File: src/rtl/b16_debug_ctrl_if.sv
// rtl/b16_debug_ctrl_if.sv - host command/response channel of the b16 debug sequencer
interface b16_debug_ctrl_if #(parameter int L = 16);
  logic         cmd_valid;
  logic         cmd_ready;
  logic [2:0]   cmd_op;
  logic [2:0]   cmd_reg;
  logic [L-1:0] cmd_data;
  logic         rsp_valid;
  logic         rsp_ready;
  logic [L-1:0] rsp_data;
  logic         rsp_err;

  modport master (
    output cmd_valid, cmd_op, cmd_reg, cmd_data, rsp_ready,
    input  cmd_ready, rsp_valid, rsp_data, rsp_err
  );

  modport slave (
    input  cmd_valid, cmd_op, cmd_reg, cmd_data, rsp_ready,
    output cmd_ready, rsp_valid, rsp_data, rsp_err
  );
endinterface

File: src/rtl/b16_debug_ctrl.sv
// rtl/b16_debug_ctrl.sv - b16 debug sequencer: run control, stepping, breakpoint, debug register port
module b16_debug_ctrl #(
  parameter bit START_RUN = 1'b1,
  parameter int L         = 16,
  parameter int SCNT      = 16
) (
  input  logic                   clk,
  input  logic                   nreset,
  b16_debug_ctrl_if.slave        host,
  output logic                   o_run,
  output logic                   o_dr,
  output logic                   o_dw,
  output logic [2:0]             o_daddr,
  output logic [L-1:0]           o_din,
  input  logic [L-1:0]           i_dout,
  output logic [L-1:0]           o_bp,
  input  logic [L-1:0]           i_cpu_addr,
  input  logic                   i_cpu_rd,
  output logic                   o_halted
);

  typedef enum logic [1:0] {S_IDLE, S_STEP, S_RESP} state_t;

  localparam logic [2:0] OP_HALT   = 3'd0;
  localparam logic [2:0] OP_RUN    = 3'd1;
  localparam logic [2:0] OP_STEP   = 3'd2;
  localparam logic [2:0] OP_READ   = 3'd3;
  localparam logic [2:0] OP_WRITE  = 3'd4;
  localparam logic [2:0] OP_SETBP  = 3'd5;
  localparam logic [2:0] OP_CLRBP  = 3'd6;
  localparam logic [2:0] OP_STATUS = 3'd7;

  state_t          r_state, w_state_n;
  logic            r_run_q, w_run_q_n;
  logic [L-1:0]    r_bp, w_bp_n;
  logic            r_bp_en, w_bp_en_n;
  logic            r_bp_hit, w_bp_hit_n;
  logic            r_skip, w_skip_n;
  logic            r_dr, w_dr_n;
  logic            r_dw, w_dw_n;
  logic [2:0]      r_daddr, w_daddr_n;
  logic [L-1:0]    r_din, w_din_n;
  logic            r_rsp_valid, w_rsp_valid_n;
  logic [L-1:0]    r_rsp_data, w_rsp_data_n;
  logic            r_rsp_err, w_rsp_err_n;
  logic [SCNT-1:0] r_cnt, w_cnt_n;

  logic            w_hit;
  logic            w_bp_event;
  logic            w_accept;
  logic [SCNT-1:0] w_cnt_dec;
  logic [SCNT-1:0] w_cnt_load;
  logic [L-1:0]    w_status;

  // The breakpoint suppresses run in the same cycle the matching read appears.
  assign w_hit      = r_bp_en & i_cpu_rd & (i_cpu_addr == r_bp) & ~r_skip;
  assign w_bp_event = w_hit & r_run_q;
  assign o_run      = r_run_q & ~w_hit;
  assign o_halted   = ~r_run_q;

  assign host.cmd_ready = (r_state == S_IDLE) & ~r_rsp_valid;
  assign host.rsp_valid = r_rsp_valid;
  assign host.rsp_data  = r_rsp_data;
  assign host.rsp_err   = r_rsp_err;

  assign o_dr    = r_dr;
  assign o_dw    = r_dw;
  assign o_daddr = r_daddr;
  assign o_din   = r_din;
  assign o_bp    = r_bp;

  assign w_accept   = host.cmd_valid & host.cmd_ready;
  assign w_cnt_dec  = r_cnt - SCNT'(1);
  assign w_cnt_load = (host.cmd_data == '0) ? SCNT'(1) : SCNT'(host.cmd_data);
  assign w_status   = {~r_run_q, r_bp_hit, r_bp_en, (r_state == S_STEP), {(L-4){1'b0}}};

  always_comb begin
    w_state_n     = r_state;
    w_run_q_n     = r_run_q;
    w_bp_n        = r_bp;
    w_bp_en_n     = r_bp_en;
    w_bp_hit_n    = r_bp_hit;
    w_skip_n      = r_skip;
    w_dr_n        = 1'b0;
    w_dw_n        = 1'b0;
    w_daddr_n     = r_daddr;
    w_din_n       = r_din;
    w_rsp_valid_n = r_rsp_valid;
    w_rsp_data_n  = r_rsp_data;
    w_rsp_err_n   = r_rsp_err;
    w_cnt_n       = r_cnt;

    // cpu-side events first; command handling below may override them
    if (o_run) w_skip_n = 1'b0;
    if (w_bp_event) begin
      w_run_q_n  = 1'b0;
      w_bp_hit_n = 1'b1;
    end

    case (r_state)
      S_IDLE: begin
        if (w_accept) begin
          w_state_n     = S_RESP;
          w_rsp_valid_n = 1'b1;
          w_rsp_err_n   = 1'b0;
          w_rsp_data_n  = '0;
          case (host.cmd_op)
            OP_HALT: w_run_q_n = 1'b0;
            OP_RUN: begin
              if (!r_run_q || w_bp_event) begin
                w_run_q_n  = 1'b1;
                w_skip_n   = 1'b1;
                w_bp_hit_n = w_bp_event;
              end
            end
            OP_STEP: begin
              if (r_run_q) begin
                w_rsp_err_n = 1'b1;
              end else begin
                w_cnt_n       = w_cnt_load;
                w_skip_n      = 1'b1;
                w_run_q_n     = 1'b1;
                w_state_n     = S_STEP;
                w_rsp_valid_n = 1'b0;
              end
            end
            OP_READ: begin
              if (r_run_q) begin
                w_rsp_err_n = 1'b1;
              end else begin
                w_dr_n        = 1'b1;
                w_daddr_n     = host.cmd_reg;
                w_rsp_valid_n = 1'b0;
              end
            end
            OP_WRITE: begin
              if (r_run_q) begin
                w_rsp_err_n = 1'b1;
              end else begin
                w_dw_n    = 1'b1;
                w_daddr_n = host.cmd_reg;
                w_din_n   = host.cmd_data;
              end
            end
            OP_SETBP: begin
              w_bp_n    = host.cmd_data;
              w_bp_en_n = 1'b1;
            end
            OP_CLRBP: begin
              w_bp_en_n  = 1'b0;
              w_bp_hit_n = 1'b0;
            end
            default: w_rsp_data_n = w_status;
          endcase
        end
      end
      S_STEP: begin
        if (w_bp_event) begin
          w_state_n     = S_RESP;
          w_rsp_valid_n = 1'b1;
          w_rsp_data_n  = L'(r_cnt);
        end else if (o_run) begin
          w_cnt_n = w_cnt_dec;
          if (w_cnt_dec == '0) begin
            w_run_q_n     = 1'b0;
            w_state_n     = S_RESP;
            w_rsp_valid_n = 1'b1;
            w_rsp_data_n  = '0;
          end
        end
      end
      S_RESP: begin
        // a read holds back the response until dout has been sampled
        if (r_dr) begin
          w_rsp_data_n  = i_dout;
          w_rsp_valid_n = 1'b1;
        end else if (r_rsp_valid && host.rsp_ready) begin
          w_rsp_valid_n = 1'b0;
          w_state_n     = S_IDLE;
        end
      end
      default: w_state_n = S_IDLE;
    endcase
  end

  always_ff @(posedge clk or negedge nreset) begin
    if (!nreset) begin
      r_state     <= S_IDLE;
      r_run_q     <= START_RUN;
      r_bp        <= '0;
      r_bp_en     <= 1'b0;
      r_bp_hit    <= 1'b0;
      r_skip      <= 1'b0;
      r_dr        <= 1'b0;
      r_dw        <= 1'b0;
      r_daddr     <= '0;
      r_din       <= '0;
      r_rsp_valid <= 1'b0;
      r_rsp_data  <= '0;
      r_rsp_err   <= 1'b0;
      r_cnt       <= '0;
    end else begin
      r_state     <= w_state_n;
      r_run_q     <= w_run_q_n;
      r_bp        <= w_bp_n;
      r_bp_en     <= w_bp_en_n;
      r_bp_hit    <= w_bp_hit_n;
      r_skip      <= w_skip_n;
      r_dr        <= w_dr_n;
      r_dw        <= w_dw_n;
      r_daddr     <= w_daddr_n;
      r_din       <= w_din_n;
      r_rsp_valid <= w_rsp_valid_n;
      r_rsp_data  <= w_rsp_data_n;
      r_rsp_err   <= w_rsp_err_n;
      r_cnt       <= w_cnt_n;
    end
  end

endmodule

File: src/flat_wrapper.sv
// flat-port wrapper written by rule: the top's interface ports become plain ports
module b16_debug_ctrl_flat 
#(
  parameter bit START_RUN = 1'b1,
  parameter int L         = 16,
  parameter int SCNT      = 16
)
  (clk, nreset, o_run, o_dr, o_dw, o_daddr, o_din, i_dout, o_bp, i_cpu_addr, i_cpu_rd, o_halted, host_cmd_valid, host_cmd_op, host_cmd_reg, host_cmd_data, host_rsp_ready, host_cmd_ready, host_rsp_valid, host_rsp_data, host_rsp_err);
  b16_debug_ctrl_if #(.L(L)) host_i ();
  input  logic clk;
  input  logic nreset;
  output logic o_run;
  output logic o_dr;
  output logic o_dw;
  output logic [2:0] o_daddr;
  output logic [L-1:0] o_din;
  input  logic [L-1:0] i_dout;
  output logic [L-1:0] o_bp;
  input  logic [L-1:0] i_cpu_addr;
  input  logic i_cpu_rd;
  output logic o_halted;
  input wire logic [$bits(host_i.cmd_valid)-1:0] host_cmd_valid;
  input wire logic [$bits(host_i.cmd_op)-1:0] host_cmd_op;
  input wire logic [$bits(host_i.cmd_reg)-1:0] host_cmd_reg;
  input wire logic [$bits(host_i.cmd_data)-1:0] host_cmd_data;
  input wire logic [$bits(host_i.rsp_ready)-1:0] host_rsp_ready;
  output wire logic [$bits(host_i.cmd_ready)-1:0] host_cmd_ready;
  output wire logic [$bits(host_i.rsp_valid)-1:0] host_rsp_valid;
  output wire logic [$bits(host_i.rsp_data)-1:0] host_rsp_data;
  output wire logic [$bits(host_i.rsp_err)-1:0] host_rsp_err;
  assign host_i.cmd_valid = host_cmd_valid;
  assign host_i.cmd_op = host_cmd_op;
  assign host_i.cmd_reg = host_cmd_reg;
  assign host_i.cmd_data = host_cmd_data;
  assign host_i.rsp_ready = host_rsp_ready;
  assign host_cmd_ready = host_i.cmd_ready;
  assign host_rsp_valid = host_i.rsp_valid;
  assign host_rsp_data = host_i.rsp_data;
  assign host_rsp_err = host_i.rsp_err;
  b16_debug_ctrl #(.START_RUN(START_RUN), .L(L), .SCNT(SCNT)) u_core (.clk(clk), .nreset(nreset), .host(host_i), .o_run(o_run), .o_dr(o_dr), .o_dw(o_dw), .o_daddr(o_daddr), .o_din(o_din), .i_dout(i_dout), .o_bp(o_bp), .i_cpu_addr(i_cpu_addr), .i_cpu_rd(i_cpu_rd), .o_halted(o_halted));
endmodule
File: config.mk
export PLATFORM = sky130hd
export DESIGN_NAME = b16_debug_ctrl_flat
export DESIGN_NICKNAME = d
export VERILOG_FILES = /design/src/rtl/b16_debug_ctrl_if.sv /design/src/rtl/b16_debug_ctrl.sv /design/src/flat_wrapper.sv
export SDC_FILE = /design/constraint.sdc
export NUM_CORES = 1
export LEC_CHECK = 0
export ABC_AREA = 1
export ABC_CLOCK_PERIOD_IN_PS = 2280
export CORE_ASPECT_RATIO = 0.7
export CORE_MARGIN = 3
export CORE_UTILIZATION = 49
export DETAILED_ROUTE_END_ITERATION = 10
export GPL_TIMING_DRIVEN = 0
export PLACE_DENSITY = 0.81
export SLEW_MARGIN = 40
export SYNTH_ARGS = -nofsm -noshare
export SYNTH_HDL_FRONTEND = slang
export SYNTH_SLANG_ARGS = --single-unit
File: constraint.sdc
create_clock -name clk -period 2.28 [get_ports clk]
set_clock_uncertainty 0.05 [all_clocks]
set_input_delay 0.456 -clock clk [delete_from_list [all_inputs] [get_ports clk]]
set_output_delay 0.456 -clock clk [all_outputs]
set_load 0.02 [all_outputs]
==> metrics.cfg, run 1 <==
[run_status]
status=completed

[setup_path]
endpoint_kind=register
cpMostUsedCell=nand2_1
crit_fanout=10
cp.required_ns=2.45
crit_slowest_cell=dfrtp_2
setup.worst_path.start_class=register
cp_cell_sequence=inv_4 -> ha_4 -> nand2_2 -> o21ai_0 -> nand2_1 -> nor2_1 -> nand2_1 -> nor2_2 -> nand2_2 -> nand3_4 -> nand2_4 -> buf_6 -> nand2_1 -> nand2_1
worstPathArrival_ns=2.41
cp_slowest_stage_delay_ns=0.45
worstSetupPathType=reg2reg

[power]
power_frac_clock_pct=15.5
power_frac_comb_pct=55.1
switching_share_pct=44.56
p_int_uw=4667
leakage_uw=0.003063
powerDensity_nw_per_um2=1312
peakVddDrop_mv=0.6400
p_sw_uw=3751
pwr-share-seq_pct=29.4

[logic_synthesis]
synthesis.nets=674
synthesis.area_um2=4415
synth_cell_type_count=37
ys_ff_latch=77
syn_avg_cell_area_um2=7.250
netlist_instances=609
yosys_warnings=0
yosysSeqAreaShare_pct=43.67

[timing]
layout_setup_ws_ns=0.03232
maxSlewHeadroom_pct=61.34
fin_crit_ns=2.248
drv_slew=0
post-route-period-util_pct=98.58
worstMarginPinSlew_ns=0.5799
max_freq_mhz=444.9
setup_violations=0
finalHoldViolations=0
holdWs_ns=0.4275

[floorplan]
rows=28
die_w_um=119.5
die_y_um=85.42
core_area_um2=8618
start_util_pct=51.23
pin_count=117
die_area_um2=10200

[grt]
use_met3_pct=6.929
grt_pass1_vias=4532
grt_first_pass_wirelength_um=22580
antenna_found_initial=0
use_met1_pct=41.03
top_usage_layer=met2
met2_usage_pct=42.26
gr-total-overflow=0
gr-usage-all-layers_pct=27.99
grt_max_degree=55

[routing]
ant_nets=0
routedWlPerCell_um=16.35
routed_wl_um=14480
num_vias=4853
route.detailed.drc=0
drtIter0Drc=547
dr.pass1.iters=6
avgViaCountPerCell=5.477

[clocking]
cts_root_buf=clkbuf_16
cts_tree=yes
cts_max_path_buffers=2
clk_pin_slew_worst_paths_ns=0.06
clock_latency_ns=0.33
clock_sink_count=77
numCtsBuffers=9
htreeDepth=3

[hold_path]
hold_path.class=in2reg

[placement]
io_buffers=116
dpl.cell_count=846
gp_congestion=0.9279
dp_hpwl_um=10590
dp_slack_ns=-0.7094
placed_cell_area_um2=5756

[final_layout]
fin_cells=886
diodes=0
syn2layout_area_growth_pct=45.37
final_nets=828
layout-drive-gt1-share_pct=14.49
finish.utilization_pct=74.48
design_area_um2=6419

[run]
drv_cap=0

-- synthesized netlist by cell type --
master	instances	area [um^2]
inv_2	3	11.26
a21boi_2	1	11.26
nor4_1	6	37.54
inv_1	69	259.0
dfstp_2	1	26.28
buf_2	4	20.02
o21ai_1	7	35.03
clkbuf_1	13	48.80
a211oi_4	1	20.02
buf_6	1	11.26
buf_4	4	30.03
o21ai_0	54	270.3
a21oi_1	25	125.1
clkinv_1	1	3.750
nand4_1	3	18.77
nand3_1	51	255.2
nor3_1	5	25.02
nand2_2	3	18.77
xor2_1	8	70.07
nand2_4	1	11.26
o211ai_1	6	45.04
mux2_2	3	33.78
xnor2_1	3	26.28
buf_1	1	3.750
and2_1	1	6.260
a21boi_0	1	7.510
nand3_4	1	17.52
nor2_4	1	11.26
a31oi_1	3	18.77
dfrtp_1	76	1902
nor2_2	5	31.28
a211oi_1	2	15.01
nor2_1	48	180.2
o31ai_1	1	7.510
ha_1	6	75.07
nand2_1	189	709.4
nor3_4	1	16.27
-- registers in the layout (all words and copies together), names as in the netlist, 2 cells and up --
signal and flops:
u_core.host.rsp_data 16, u_core.o_bp 16, u_core.o_daddr 3, u_core.o_din 16, u_core.r_cnt 16, u_core.r_state 2
-- cell usage in the layout (no fill, tap or decap), types with 4 or more instances in the layout --
master	netlist	final
nor4_1	6	6
nor3_1	5	5
xor2_1	8	8
nor2_4	1	6
buf_6	1	7
nand2_2	3	6
clkbuf_16	0	9
a21oi_1	25	24
inv_2	3	6
ha_1	6	4
clkdlybuf4s50_1	0	106
nor2_2	5	14
dfrtp_1	76	70
inv_1	69	63
o21ai_1	7	7
dfrtp_2	0	6
o21ai_0	54	53
nand2_1	189	185
o211ai_1	6	6
nor2_1	48	34
dlymetal6s2s_1	0	6
nand3_1	51	48
clkbuf_1	13	11
buf_4	4	28
-- cells by family (layout without fill, tap and decap cells) --
logic type                 count (synthesis)  count (layout)  synth area share (%)
DFF                                       77              77                 43.67
AOI/OAI and AO/OA                        101             101                 12.58
and+or+nand+nor                          315             315                 30.32
xor gates and xnor gates                  11              11                 2.182
adders and majority gates                  6               6                 1.700
muxes                                      3               3                0.7650
buffers and inverters                     96             253                 8.784
-- power by group through the flow --
stage | clock network, uW | logic [uW] | registers [uW]
2_1_floorplan | 0 | 2110 | 2730
5_1_grt | 1390 | 5070 | 2540
6_report | 1310 | 4630 | 2480
4_1_cts | 1330 | 4220 | 2420
3_5_place_dp | 0 | 4010 | 2430
3_3_place_gp | 0 | 3900 | 2410
-- worst paths after layout --
| check | slack (ns) | cells past startpoint | startpoint | endpoint |
|---|---|---|---|---|
| min in group asynchronous | 0.50 | 2 | nreset | u_core.o_dr |
| min | 0.43 | 2 | host_cmd_op[2] | u_core.o_dr |
| max in group asynchronous | 1.11 | 3 | nreset | u_core.r_run_q |
| max reg2reg | 0.03 | 14 | u_core.r_cnt[1] | u_core.host.rsp_data[2] |
| min reg2reg | 0.43 | 2 | u_core.host.rsp_data[10] | u_core.host.rsp_data[10] |
| max | 0.03 | 14 | u_core.r_cnt[1] | u_core.host.rsp_data[2] |
-- worst max-delay path, delay by kind of cell (launching register included) --
kind	cells	cell delay, ns
adders and majority gates	1	0.18
DFF	1	0.45
buffers and inverters	2	0.24
AOI/OAI and AO/OA	1	0.24
and+or+nand+nor	10	0.96
-- area by class of cell --
class	instances	area [um^2]
clock buffers	12	256.5
multi-input cells	436	2245
clock inverters	2	10.01
flip-flops and latches	77	1936
fillers	682	2200
plain buffers	22	133.9
repair buffers	144	1406
inverters	73	281.5
well taps	120	150.1
-- repair_timing --
action,CTS,global route
pin swaps,6,21
setup endpoints to repair,40,45
hold buffers,1,0
buffers inserted,8,17
gates cloned,0,1
resized for setup,22,54
endpoints found under the hold margin,23,0
-- routing by layer --
metal | part of all wire [%] | vias up | routed length (um)
li1 | - | 2261 | -
met1 | 45 | 2304 | 6515
met2 | 45 | 269 | 6509
met3 | 8.9 | 19 | 1287
met4 | 1.2 | 0 | 169
met5 | 0 | - | 0
-- per-stage QoR --
stage	setup TNS, ns	power, uW
floorplan	0	4835
global placement	-164.83	6318
detailed placement	-13.15	6444
CTS	-0.01915	7964
global route	-1.930	9003
finish	0	8419
Note: power is estimated with default switching activity, not from simulation.
==> inputs of run 2 (changes only) <==
--- a/config.mk
+++ b/config.mk
@@ -9,10 +9,11 @@
 export ABC_CLOCK_PERIOD_IN_PS = 2280
 export CORE_ASPECT_RATIO = 0.7
 export CORE_MARGIN = 3
-export CORE_UTILIZATION = 49
+export CORE_UTILIZATION = 35
 export DETAILED_ROUTE_END_ITERATION = 10
 export GPL_TIMING_DRIVEN = 0
-export PLACE_DENSITY = 0.81
+export PLACE_DENSITY = 0.59
+export SKIP_CTS_REPAIR_TIMING = 1
 export SLEW_MARGIN = 40
 export SYNTH_ARGS = -nofsm -noshare
 export SYNTH_HDL_FRONTEND = slang
==> run 2 against run 1 <==
  * The run now ends with negative hold slack, negative setup slack left
  * Via count decreased by 3.5%
  * Worst setup slack got worse by 0.12 ns
  * Highest routed layer unchanged
  * Total power increased by 2.4%
==> metrics.cfg, run 2 (same netlist as run 1, synthesis figures left out) <==
[placement]
dp_hpwl_um=10970  ; was 10590 um
placed_cell_area_um2=5794  ; was 5756 um^2
gp_congestion=0.8617  ; was 0.9279
io_buffers=116  ; unchanged

[clocking]
cts_root_buf=clkbuf_16  ; unchanged
cts_tree=yes  ; unchanged
clk_pin_slew_worst_paths_ns=0.06  ; about the same
clock_sink_count=77  ; unchanged
numCtsBuffers=9  ; unchanged
clock_latency_ns=0.34  ; was 0.33 ns
htreeDepth=3  ; unchanged
cts_max_path_buffers=2  ; unchanged

[setup_path]
worstSetupPathType=in2out  ; was reg2reg
startpoint=i_cpu_rd  ; was u_core.r_cnt[1]
cp.required_ns=1.77  ; was 2.45 ns
worstPathArrival_ns=1.86  ; was 2.41 ns
setup.worst_path.start_class=input pin  ; was register
ff2ff_setup_slack_ns=0.08  ; was 0.03 ns
crit_fanout=3  ; was 10
endpoint=o_run  ; was u_core.host.rsp_data[2]
endpoint_kind=output pin  ; was register
ff2ff_path_depth=10  ; was 14
rr_endpoint=u_core.o_daddr[2]  ; was u_core.host.rsp_data[2]
reg2reg_from=u_core.r_state[0]  ; was u_core.r_cnt[1]

[grt]
antenna_found_initial=0  ; unchanged
grt_pass1_vias=4446  ; was 4532
grt_first_pass_wirelength_um=22730  ; was 22580 um
gr-total-overflow=0  ; unchanged
gr-usage-all-layers_pct=20.29  ; was 27.99%
grt_max_degree=45  ; was 55

[floorplan]
start_util_pct=36.75  ; was 51.23%
die_y_um=99.98  ; was 85.42 um
rows=33  ; was 28
core_area_um2=12020  ; was 8618 um^2
pin_count=117  ; unchanged
die_area_um2=14020  ; was 10200 um^2
die_w_um=140.2  ; was 119.5 um

[routing]
routed_wl_um=14430  ; was 14480 um
drt-met1-wl_um=7199  ; was 6515 um
dr_wl_met3_um=901  ; was 1287 um
avgViaCountPerCell=5.072  ; was 5.477
routedWlPerCell_um=15.64  ; was 16.35 um
num_vias=4681  ; was 4853
top_layer_used=met4  ; unchanged
drtIter0Drc=444  ; was 547
ant_nets=0  ; unchanged
dr.pass1.iters=5  ; was 6
dr_wl_met2_um=6227  ; was 6509 um
route.detailed.drc=0  ; unchanged

[timing]
setup_violations=1  ; was 0
max_freq_mhz=423.2  ; was 444.9 MHz
worstMarginPinSlew_ns=0.5522  ; was 0.5799 ns
fin_crit_ns=2.363  ; was 2.248 ns
finalHoldViolations=13  ; was 0
layout_setup_ws_ns=-0.08302  ; was 0.03232 ns
rsz0062_at_grt=true
holdWs_ns=-0.008958  ; was 0.4275 ns
maxSlewHeadroom_pct=62.85  ; was 61.34%
drv_slew=0  ; unchanged
post-route-period-util_pct=103.6  ; was 98.58%

[final_layout]
layout_commonest_cell=nand2_1  ; unchanged
multi_input_area_um2=2221  ; was 2245 um^2
final_cell_mix=187 x nand2_1, 110 x clkdlybuf4s50_1, 70 x dfrtp_1, 64 x inv_1, 53 x o21ai_0  ; was 185 x nand2_1, 106 x clkdlybuf4s50_1, 70 x dfrtp_1, 63 x inv_1, 53 x o21ai_0
n_fill_cell=1158  ; was 682
final_nets=826  ; was 828
diodes=0  ; unchanged
syn2layout_area_growth_pct=46.93  ; was 45.37%
ff_latch_area_um2=1936  ; unchanged
layout-drive-gt1-share_pct=13.45  ; was 14.49%
design_area_um2=6487  ; was 6419 um^2

[power]
leakage_uw=0.003057  ; was 0.003063 uW
pwr-share-seq_pct=28.8  ; was 29.4%
switching_share_pct=43.12  ; was 44.56%
powerDensity_nw_per_um2=1328  ; was 1312 nW/um^2
peakVddDrop_mv=0.6144  ; was 0.6400 mV
p_int_uw=4902  ; was 4667 uW
power_frac_comb_pct=53.8  ; was 55.1%
power_frac_clock_pct=17.4  ; was 15.5%
p_sw_uw=3716  ; was 3751 uW
total_power_uw=8617  ; was 8419 uW

[run_status]
violations=negative hold slack, negative setup slack
status=complete, but fails checks  ; was completed

[run]
drv_cap=0  ; unchanged

[hold_path]
hold_path.class=in2async  ; was in2reg

[run 2: layout make-up]
| type | instances | area share, % |
|---|---|---|
| buffer | 22 | 2.025 |
| clock buffer | 13 | 4.166 |
| clock inverter | 3 | 0.6557 |
| inverter | 73 | 4.339 |
| multi-input combinational | 436 | 34.23 |
| sequential | 77 | 29.84 |
| tap | 157 | 3.028 |
| timing repair buffer | 142 | 21.72 |
[run 2: worst min path at each step]
stage / end / slack (ns)
global route: u_core.o_bp[2] / 0.02
floorplan: u_core.host.rsp_data[0] / 0.11
finish: u_core.o_bp[2] / -0.009
CTS: u_core.r_skip / 0.004
global placement: u_core.host.rsp_data[9] / 0.42
detailed placement: u_core.r_skip / 0.36
[run 2: metrics by stage]
step	setup WS (ns)	std cells	setup TNS [ns]	utilization [%]	hold WS [ns]
final	-0.08302	923	-0.08302	53.99	-0.008958
after global routing	-0.1848	923	-0.6521	53.99	0.01594
after CTS	-0.7624	899	-5.869	50.83	0.003641
after detailed placement	-0.7533	883	-14.83	48.22	0.3648
after global placement	-2.059	882	-170.72	48.05	0.4226
after floorplan	0.04985	609	0	-	0.1104
[run 2: worst max-delay path, stage by stage]
cell             delay (ns)
clkdlybuf4s50_1        0.46
nand2_1                0.05
nor2_1                 0.10
nand3_1                0.08
nor2_1                 0.12
nand3_2                0.16
o21ai_4                0.21
inv_1                  0.07
clkbuf_2               0.15
[run 2: layer usage]
metal / GRT usage (%) / up-vias
met4: 3.574 / 0
li1: - / 2255
met2: 29.04 / 159
met1: 30.76 / 2255
met3: 5.810 / 12
met5: 0 / -
[run 2: power groups by stage]
stage / Sequential (uW) / Combinational, uW / Clock (uW)
3_5_place_dp: 2450 / 3990 / 0
2_1_floorplan: 2730 / 2110 / 0
6_report: 2480 / 4630 / 1500
5_1_grt: 2560 / 5120 / 1580
4_1_cts: 2440 / 4000 / 1520
3_3_place_gp: 2430 / 3920 / 0
==> inputs of run 3 (changes only) <==
--- a/config.mk
+++ b/config.mk
@@ -7,6 +7,7 @@
 export LEC_CHECK = 0
 export ABC_AREA = 1
 export ABC_CLOCK_PERIOD_IN_PS = 2280
+export CAP_MARGIN = 10
 export CORE_ASPECT_RATIO = 0.7
 export CORE_MARGIN = 3
 export CORE_UTILIZATION = 35
==> results of run 3 <==
Same layout as run 2: the final DEF is identical, and so are final timing and power.
